==> config.mk <==
export PLATFORM = sky130hd
export DESIGN_NAME = scope_capture_ctrl
export DESIGN_NICKNAME = d
export VERILOG_FILES = /design/src/rtl/scope_pkg.sv /design/src/rtl/scope_trig_detect.sv /design/src/rtl/scope_capture_ctrl.sv
export SDC_FILE = /design/constraint.sdc
export NUM_CORES = 1
export LEC_CHECK = 0
export CAP_MARGIN = 20
export CORE_UTILIZATION = 59
export DETAILED_ROUTE_END_ITERATION = 8
export GPL_ROUTABILITY_DRIVEN = 0
export GPL_TIMING_DRIVEN = 0
export PLACE_DENSITY_LB_ADDON = 0.25
export SYNTH_ARGS = -nofsm -noshare
export SYNTH_HDL_FRONTEND = slang
export SYNTH_SLANG_ARGS = --single-unit
export TNS_END_PERCENT = 5
==> constraint.sdc <==
create_clock -name clock -period 6.5 [get_ports clock]
set_input_delay 1.625 -clock clock [delete_from_list [all_inputs] [get_ports clock]]
set_output_delay 1.625 -clock clock [all_outputs]
set_load 0.01 [all_outputs]
==> src/rtl/scope_pkg.sv <==
// ----------------------------------------------------------------------------
// scope_pkg
// Shared definitions for the scope capture controller:
//   - state_t        : FSM encoding (IDLE=0, PREFILL=1, ARMED=2, POST=3, HOLD=4)
//   - *_DEF          : default sample width, address width and buffer depth
//   - wrap_inc       : circular-buffer address increment
//   - wrap_add       : circular-buffer address offset (operands already < depth)
// ----------------------------------------------------------------------------
`timescale 1ns/1ps
package scope_pkg;

  localparam int DATA_W_DEF = 14;
  localparam int ADDR_W_DEF = 11;
  localparam int DEPTH_DEF  = 800;

  typedef enum logic [2:0] {
    ST_IDLE    = 3'd0,
    ST_PREFILL = 3'd1,
    ST_ARMED   = 3'd2,
    ST_POST    = 3'd3,
    ST_HOLD    = 3'd4
  } state_t;

  // Next address in a buffer of 'depth' entries; depth-1 wraps to 0.
  function automatic int unsigned wrap_inc(input int unsigned a, input int unsigned depth);
    return (a == depth - 1) ? 0 : a + 1;
  endfunction

  // (a + off) mod depth, for a < depth and off < depth. A single conditional
  // subtract avoids a general modulo against a non-power-of-two depth.
  function automatic int unsigned wrap_add(input int unsigned a, input int unsigned off,
                                           input int unsigned depth);
    int unsigned s;
    s = a + off;
    return (s >= depth) ? s - depth : s;
  endfunction

endpackage

==> src/rtl/scope_trig_detect.sv <==
// ----------------------------------------------------------------------------
// scope_trig_detect
// Level/slope trigger with hysteresis. A trigger only fires after the signal
// has first been seen on the far side of the hysteresis band, which rejects
// noise hovering around the level.
// Ports:
//   clock, reset  in   clock / asynchronous active-high reset
//   clear         in   holds the hysteresis flag clear (controller not armed)
//   valid         in   sample is valid this cycle
//   sample        in   unsigned ADC sample
//   level         in   unsigned trigger threshold
//   slope         in   0 = rising, 1 = falling
//   hit           out  trigger condition met on this sample (combinational)
// ----------------------------------------------------------------------------
`timescale 1ns/1ps
module scope_trig_detect #(
  parameter int DATA_W = 14,
  parameter int HYST   = 16
) (
  input  logic              clock,
  input  logic              reset,
  input  logic              clear,
  input  logic              valid,
  input  logic [DATA_W-1:0] sample,
  input  logic [DATA_W-1:0] level,
  input  logic              slope,
  output logic              hit
);

  logic [DATA_W:0]   level_ext;
  logic [DATA_W:0]   lo_raw;
  logic [DATA_W:0]   hi_raw;
  logic [DATA_W-1:0] lo_sat;
  logic [DATA_W-1:0] hi_sat;
  logic              band_cond;
  logic              fire_cond;
  logic              flag;

  // Thresholds use one extra bit so under/overflow is visible, then clamp to
  // the sample range. With a clamped low threshold of 0, "sample < 0" can
  // never hold, so a rising trigger near zero stays disarmed.
  assign level_ext = {1'b0, level};
  assign lo_raw    = level_ext - (DATA_W+1)'(HYST);
  assign hi_raw    = level_ext + (DATA_W+1)'(HYST);
  assign lo_sat    = lo_raw[DATA_W] ? '0 : lo_raw[DATA_W-1:0];
  assign hi_sat    = hi_raw[DATA_W] ? '1 : hi_raw[DATA_W-1:0];

  assign band_cond = slope ? (sample > hi_sat) : (sample < lo_sat);
  assign fire_cond = slope ? (sample <= level) : (sample >= level);

  // The registered flag (from earlier samples) qualifies the fire compare.
  assign hit = valid && !clear && flag && fire_cond;

  // NOTE: sequential state is assigned with non-blocking (<=) so every
  // register samples pre-edge values and simulation matches the hardware.
  always_ff @(posedge clock or posedge reset) begin
    if (reset) begin
      flag <= 1'b0;
    end else if (clear) begin
      flag <= 1'b0;
    end else if (valid && band_cond) begin
      flag <= 1'b1;
    end
  end

endmodule

==> src/rtl/scope_capture_ctrl.sv <==
// ----------------------------------------------------------------------------
// scope_capture_ctrl
// Sequences triggered acquisition into the sample RAM used as a circular
// buffer: pre-trigger fill, armed trigger search, post-trigger fill, then hold
// until the display reader acknowledges the frame.
// Optional feature macro: SCOPE_AUTO_TRIG_EN (auto trigger after AUTO_TIMEOUT
// clocks in ARMED; otherwise ARMED waits indefinitely and auto_trig is 0).
// Ports:
//   clock, reset   in   clock / asynchronous active-high reset
//   sample_valid   in   sample_data valid this cycle
//   sample_data    in   ADC sample, unsigned
//   trig_level     in   trigger threshold (used live in ARMED)
//   trig_slope     in   0 = rising, 1 = falling (used live in ARMED)
//   single_mode    in   1: stop in IDLE after one frame
//   arm            in   pulse: start capture from IDLE
//   frame_ack      in   pulse: display finished with the held frame
//   wr_en/addr/data out registered RAM write port (1-cycle latency)
//   start_addr     out  oldest sample of the held frame
//   capture_done   out  high in HOLD
//   auto_trig      out  held frame was force-triggered
//   state          out  current FSM state
// ----------------------------------------------------------------------------
`timescale 1ns/1ps
module scope_capture_ctrl
  import scope_pkg::*;
#(
  parameter int DATA_W   = DATA_W_DEF,
  parameter int ADDR_W   = ADDR_W_DEF,
  parameter int DEPTH    = DEPTH_DEF,
  parameter int PRE_TRIG = 200,
  parameter int HYST     = 16
`ifdef SCOPE_AUTO_TRIG_EN
  ,
  parameter int AUTO_TIMEOUT = 1000000
`endif
) (
  input  logic              clock,
  input  logic              reset,
  input  logic              sample_valid,
  input  logic [DATA_W-1:0] sample_data,
  input  logic [DATA_W-1:0] trig_level,
  input  logic              trig_slope,
  input  logic              single_mode,
  input  logic              arm,
  input  logic              frame_ack,
  output logic              wr_en,
  output logic [ADDR_W-1:0] wr_addr,
  output logic [DATA_W-1:0] wr_data,
  output logic [ADDR_W-1:0] start_addr,
  output logic              capture_done,
  output logic              auto_trig,
  output logic [2:0]        state
);

  state_t            state_q;
  state_t            state_d;
  logic [ADDR_W-1:0] ptr_q;      // address the next write will use
  logic [ADDR_W-1:0] cnt_q;      // writes in the current PREFILL / POST phase
  logic [ADDR_W-1:0] trig_addr;
  logic              write;
  logic              hit;
  logic              trig_event;
  logic              forced_hit;

  scope_trig_detect #(
    .DATA_W (DATA_W),
    .HYST   (HYST)
  ) u_trig (
    .clock  (clock),
    .reset  (reset),
    .clear  (state_q != ST_ARMED),
    .valid  (sample_valid),
    .sample (sample_data),
    .level  (trig_level),
    .slope  (trig_slope),
    .hit    (hit)
  );

`ifdef SCOPE_AUTO_TRIG_EN
  logic [31:0] armed_cnt;

  // Saturates at the timeout; from then on the next valid sample is forced.
  assign forced_hit = (state_q == ST_ARMED) && sample_valid &&
                      (armed_cnt == 32'(AUTO_TIMEOUT));

  always_ff @(posedge clock or posedge reset) begin
    if (reset) begin
      armed_cnt <= '0;
      auto_trig <= 1'b0;
    end else begin
      if (state_q != ST_ARMED) begin
        armed_cnt <= '0;
      end else if (armed_cnt != 32'(AUTO_TIMEOUT)) begin
        armed_cnt <= armed_cnt + 32'd1;
      end
      // A genuine level hit takes precedence over the timeout.
      if (state_q == ST_ARMED && trig_event) begin
        auto_trig <= !hit;
      end
    end
  end
`else
  assign forced_hit = 1'b0;
  assign auto_trig  = 1'b0;
`endif

  assign trig_event   = hit || forced_hit;
  assign capture_done = (state_q == ST_HOLD);
  assign state        = state_q;

  // NOTE: every signal driven here gets a default first, so no path through
  // the case leaves it unassigned and no latch is inferred.
  always_comb begin
    state_d = state_q;
    write   = 1'b0;
    case (state_q)
      ST_IDLE: begin
        // Continuous mode re-arms by itself; single mode waits for arm.
        if (arm || !single_mode) state_d = ST_PREFILL;
      end
      ST_PREFILL: begin
        write = sample_valid;
        if (sample_valid && cnt_q == ADDR_W'(PRE_TRIG - 1)) state_d = ST_ARMED;
      end
      ST_ARMED: begin
        write = sample_valid;
        if (trig_event) state_d = ST_POST;
      end
      ST_POST: begin
        write = sample_valid;
        if (sample_valid && cnt_q == ADDR_W'(DEPTH - PRE_TRIG - 1)) state_d = ST_HOLD;
      end
      ST_HOLD: begin
        if (frame_ack) state_d = single_mode ? ST_IDLE : ST_PREFILL;
      end
      default: state_d = ST_IDLE;
    endcase
  end

  always_ff @(posedge clock or posedge reset) begin
    if (reset) begin
      state_q    <= ST_IDLE;
      ptr_q      <= '0;
      cnt_q      <= '0;
      trig_addr  <= '0;
      start_addr <= '0;
      wr_en      <= 1'b0;
      wr_addr    <= '0;
      wr_data    <= '0;
    end else begin
      state_q <= state_d;
      wr_en   <= write;
      if (write) begin
        wr_addr <= ptr_q;
        wr_data <= sample_data;
        ptr_q   <= ADDR_W'(wrap_inc(32'(ptr_q), DEPTH));
      end

      // Phase counter restarts on every state change; the trigger sample is
      // already post sample 1.
      if (state_d != state_q) begin
        cnt_q <= (state_d == ST_POST) ? ADDR_W'(1) : '0;
      end else if (write) begin
        cnt_q <= cnt_q + ADDR_W'(1);
      end

      if (state_q == ST_ARMED && state_d == ST_POST) begin
        trig_addr <= ptr_q;
      end
      // Oldest sample sits just after the last post-trigger write.
      if (state_q == ST_POST && state_d == ST_HOLD) begin
        start_addr <= ADDR_W'(wrap_add(32'(trig_addr), DEPTH - PRE_TRIG, DEPTH));
      end
    end
  end

endmodule

==> metrics.md <==
| Metric | Value |
|---|---|
| Pin count of the biggest net entering global routing | `75` |
| Tcrit/Tclk final | `77.4%` |
| Cts bufs inserted | `9` |
| Synth Register Bits | `74` |
| Initial antenna violation count | `0` |
| Via density | `roughly 6` |
| MaxCap Viol Count | `0` |
| Peak supply drop | `0.141 mV` |
| Hold Crit Class | `reg -> reg` |
| Die Y | `93.4 um` |
| Pwr per Cell Area | `210 mW/mm^2` |
| Port Buf Inserts | `73` |
| Synth Area per Inst | `about 8.6 sq um` |
| Syn Nets | `between 600 and 700` |
| CORE AREA | `0.00789 sq mm` |
| Antenna Cells | `0` |
| Sequential share of the synthesized area | `37.6%` |
| Total global-route track usage | `30.0%` |
| Post-synthesis cell count | `about 570` |
| Min-Delay Path Depth | `2` |
| Clock Latency Late Sink | `0.35 ns` |
| WL final | `12400 um` |
| Pleak | `2.85 nW` |
| Max Fclk | `199 MHz` |
| Total number of vias | `4579` |
| Fin. Hold Viols | `0` |
| CP Class | `in -> reg` |
| Ys Warns | `0` |
| Global route total overflow | `0` |
| CP Cell Sequence | `clkdlybuf4s50_1 -> ha_1 -> and3_1 -> and3_1 -> nand3_1 -> nor3_1 -> clkbuf_1 -> nor2_1 -> ha_1 -> a21o_1 -> a21o_1 -> a221o_1 -> a21o_1 -> o2111ai_1 -> o211ai_1` |
| DR pass1 iterations | `5` |
| Post-CTS Setup Bufs | `0` |
| Layout area overhead | `22.2%` |
| Share of cells above drive strength 1 | `6.81%` |
| Setup TNS | `0 ns` |
| Worst Hold Margin | `0.471 ns` |
| Internal | `885 uW` |
| Dpl hpwl | `9220 um` |
| Number of global-route vias before repair | `4326` |
| Crit-path max cell delay | `0.52 ns` |
| Num rows | `32` |
| Mapped cell area | `just under 0.005 sq mm` |
| Switch share | `between 20% and 30%` |
| Residual DRC | `0` |
| Nets@finish | `739` |
| Die Width | `93.4 um` |
| Clock transition at path regs | `0.08 ns` |
| Critical Path RT | `6.73 ns` |
| Post-synth ARST share | `100%` |
| Most frequent CP cell | `a21o_1` |
| Clock power frac | `about a third` |
| Slew @ Worst Pin | `approximately 0.9 ns` |
| Slowest cell on the critical path | `clkdlybuf4s50_1` |
| # fillers | `about 560` |
| Top-level I/O count | `77` |
| CTS resizes | `0` |
| Clk sinks | `74` |
| Top cell type's share of synthesized area | `a little under two fifths` |
| Skew final | `0.00982 ns` |
| Initial drt markers | `290` |
| Hold buffers post-CTS | `0` |
| First-pass GRT wire length | `~20000 um` |
| Logic pwr share | `between 20% and 30%` |
| Flop pwr share | `45.0%` |
| Top cells by area, synth | `dfrtp_1, ha_1, nand2_1` |
| H-tree depth | `3` |
| Depth of the worst register-to-register path | `8` |
| Final Setup Violations | `0` |
| Main flop type after synthesis | `dfrtp_1` |
| CTS tree | `built` |
| Fin. max-slew vios | `0` |
| CP arrival | `5.26 ns` |
| Crit path max fanout | `10` |
| Starting density of the core | `a little over three fifths` |
| Root Driver | `clkbuf_8` |
| RSZ-0062 raised after global routing | `false` |
| Crit path time final | `5.03 ns` |
| Die area | `0.00871 sq mm` |
| CP Capture Type | `register` |
| Longest Clk Path Bufs | `2` |
| Psw | `376 uW` |
| Startpoint types | `input port` |
| Wire per inst | `16.2 um` |
| Worst slew margin | `39.4%` |
| Status | `complete, no violations` |
| Synth area leader | `dfrtp_1` |
| Antenna-violating nets left | `0` |
| Post-synth EDFFs | `0` |
| Yosys cell types | `56` |
-- path summary, 6_finish.rpt --
| check | start | endpoint | slack [ns] |
|---|---|---|---|
| worst max-delay path | trig_level[5] | u_trig.flag | 1.47 |
| worst min-delay path | start_addr[2] | start_addr[2] | 0.47 |
| worst max register to register | state[2] | wr_data[10] | 4.06 |
| worst min register to register | start_addr[2] | start_addr[2] | 0.47 |
| max in group asynchronous | reset | wr_addr[7] | 4.09 |
| min in group asynchronous | reset | wr_addr[0] | 1.83 |
-- power by group through the flow --
stage               combinational [mW]  clock (mW)  sequential, mW
floorplan                        0.139           0           0.568
global placement                 0.242           0           0.570
detailed placement               0.257           0           0.575
CTS                              0.261       0.435           0.567
global route                     0.290       0.458           0.574
finish                           0.261       0.432           0.568
-- registers in the layout (all words and copies together), names as in the netlist --
name,flops
state,3
u_trig.flag,1
trig_addr,11
cnt_q,11
wr_en,1
wr_addr,11
start_addr,11
wr_data,14
ptr_q,11
-- layer usage --
metal	global-route usage [%]	up-vias	routed length, um
met1	39.2	2201	5300
li1	-	2157	-
met4	10.0	0	260
met3	4.23	21	625
met5	0	-	0
met2	51.3	200	6210
-- cells in the mapped netlist (all sizes together) (12+ instances only) --
cell type / count
a21o: 12
nand2: 134
xnor2: 15
inv: 28
clkbuf: 15
dfrtp: 74
ha: 47
mux2: 12
nor2: 45
nand4: 13
nand3: 14
xor2: 14
o21ai: 25
a21oi: 22
nor3: 15
-- final cells by class --
| type | instances | area (sq um) | share of cell area, % |
|---|---|---|---|
| tap | 102 | 128 | 2.12 |
| timing repair buffer | 73 | 731 | 12.1 |
| inverter | 28 | 108 | 1.79 |
| multi-input combinational | 452 | 2880 | 47.9 |
| sequential | 74 | 1850 | 30.8 |
| clock inverter | 5 | 104 | 1.73 |
| buffer | 19 | 87.6 | 1.46 |
| clock buffer | 10 | 128 | 2.12 |
-- worst max-delay path, delay by kind of cell --
family / cells / cell delay (ns)
compound gates: 6 / 1.19
simple gates: 5 / 0.98
buf+inv: 2 / 0.94
fa+ha+maj: 2 / 0.53
-- cell families after synthesis --
group	after synthesis	share of synthesized area [%]
AND/OR/NAND/NOR	263	24.8
AO/OA/AOI/OAI	96	13.0
flip-flops	74	37.6
adder cells (fa/ha/maj)	47	11.9
buffers and inverters	47	3.91
XOR/XNOR	29	5.16
multiplexers	16	3.56
other	1	0.0762
-- placed cells by master (no fill, tap or decap), types with 15 or more instances in the layout --
cell	instances
nand2_1	134
dfrtp_1	74
clkdlybuf4s50_1	73
ha_1	47
nor2_1	45
inv_1	27
o21ai_0	24
a21oi_1	21
clkbuf_1	16
xnor2_1	15
nor3_1	15
-- stage by stage --
stage	power [mW]	area [sq um]	worst slack [ns]	std cells	utilization, %
final	1.26	6020	1.47	763	76.3
after global routing	1.32	6020	1.30	763	76.3
after CTS	1.26	6020	1.52	763	76.3
after detailed placement	0.832	5780	1.16	748	73.3
after global placement	0.812	5780	1.28	748	73.3
after floorplan	0.707	4920	2.20	573	-
Power figures use the tool's default switching activity.
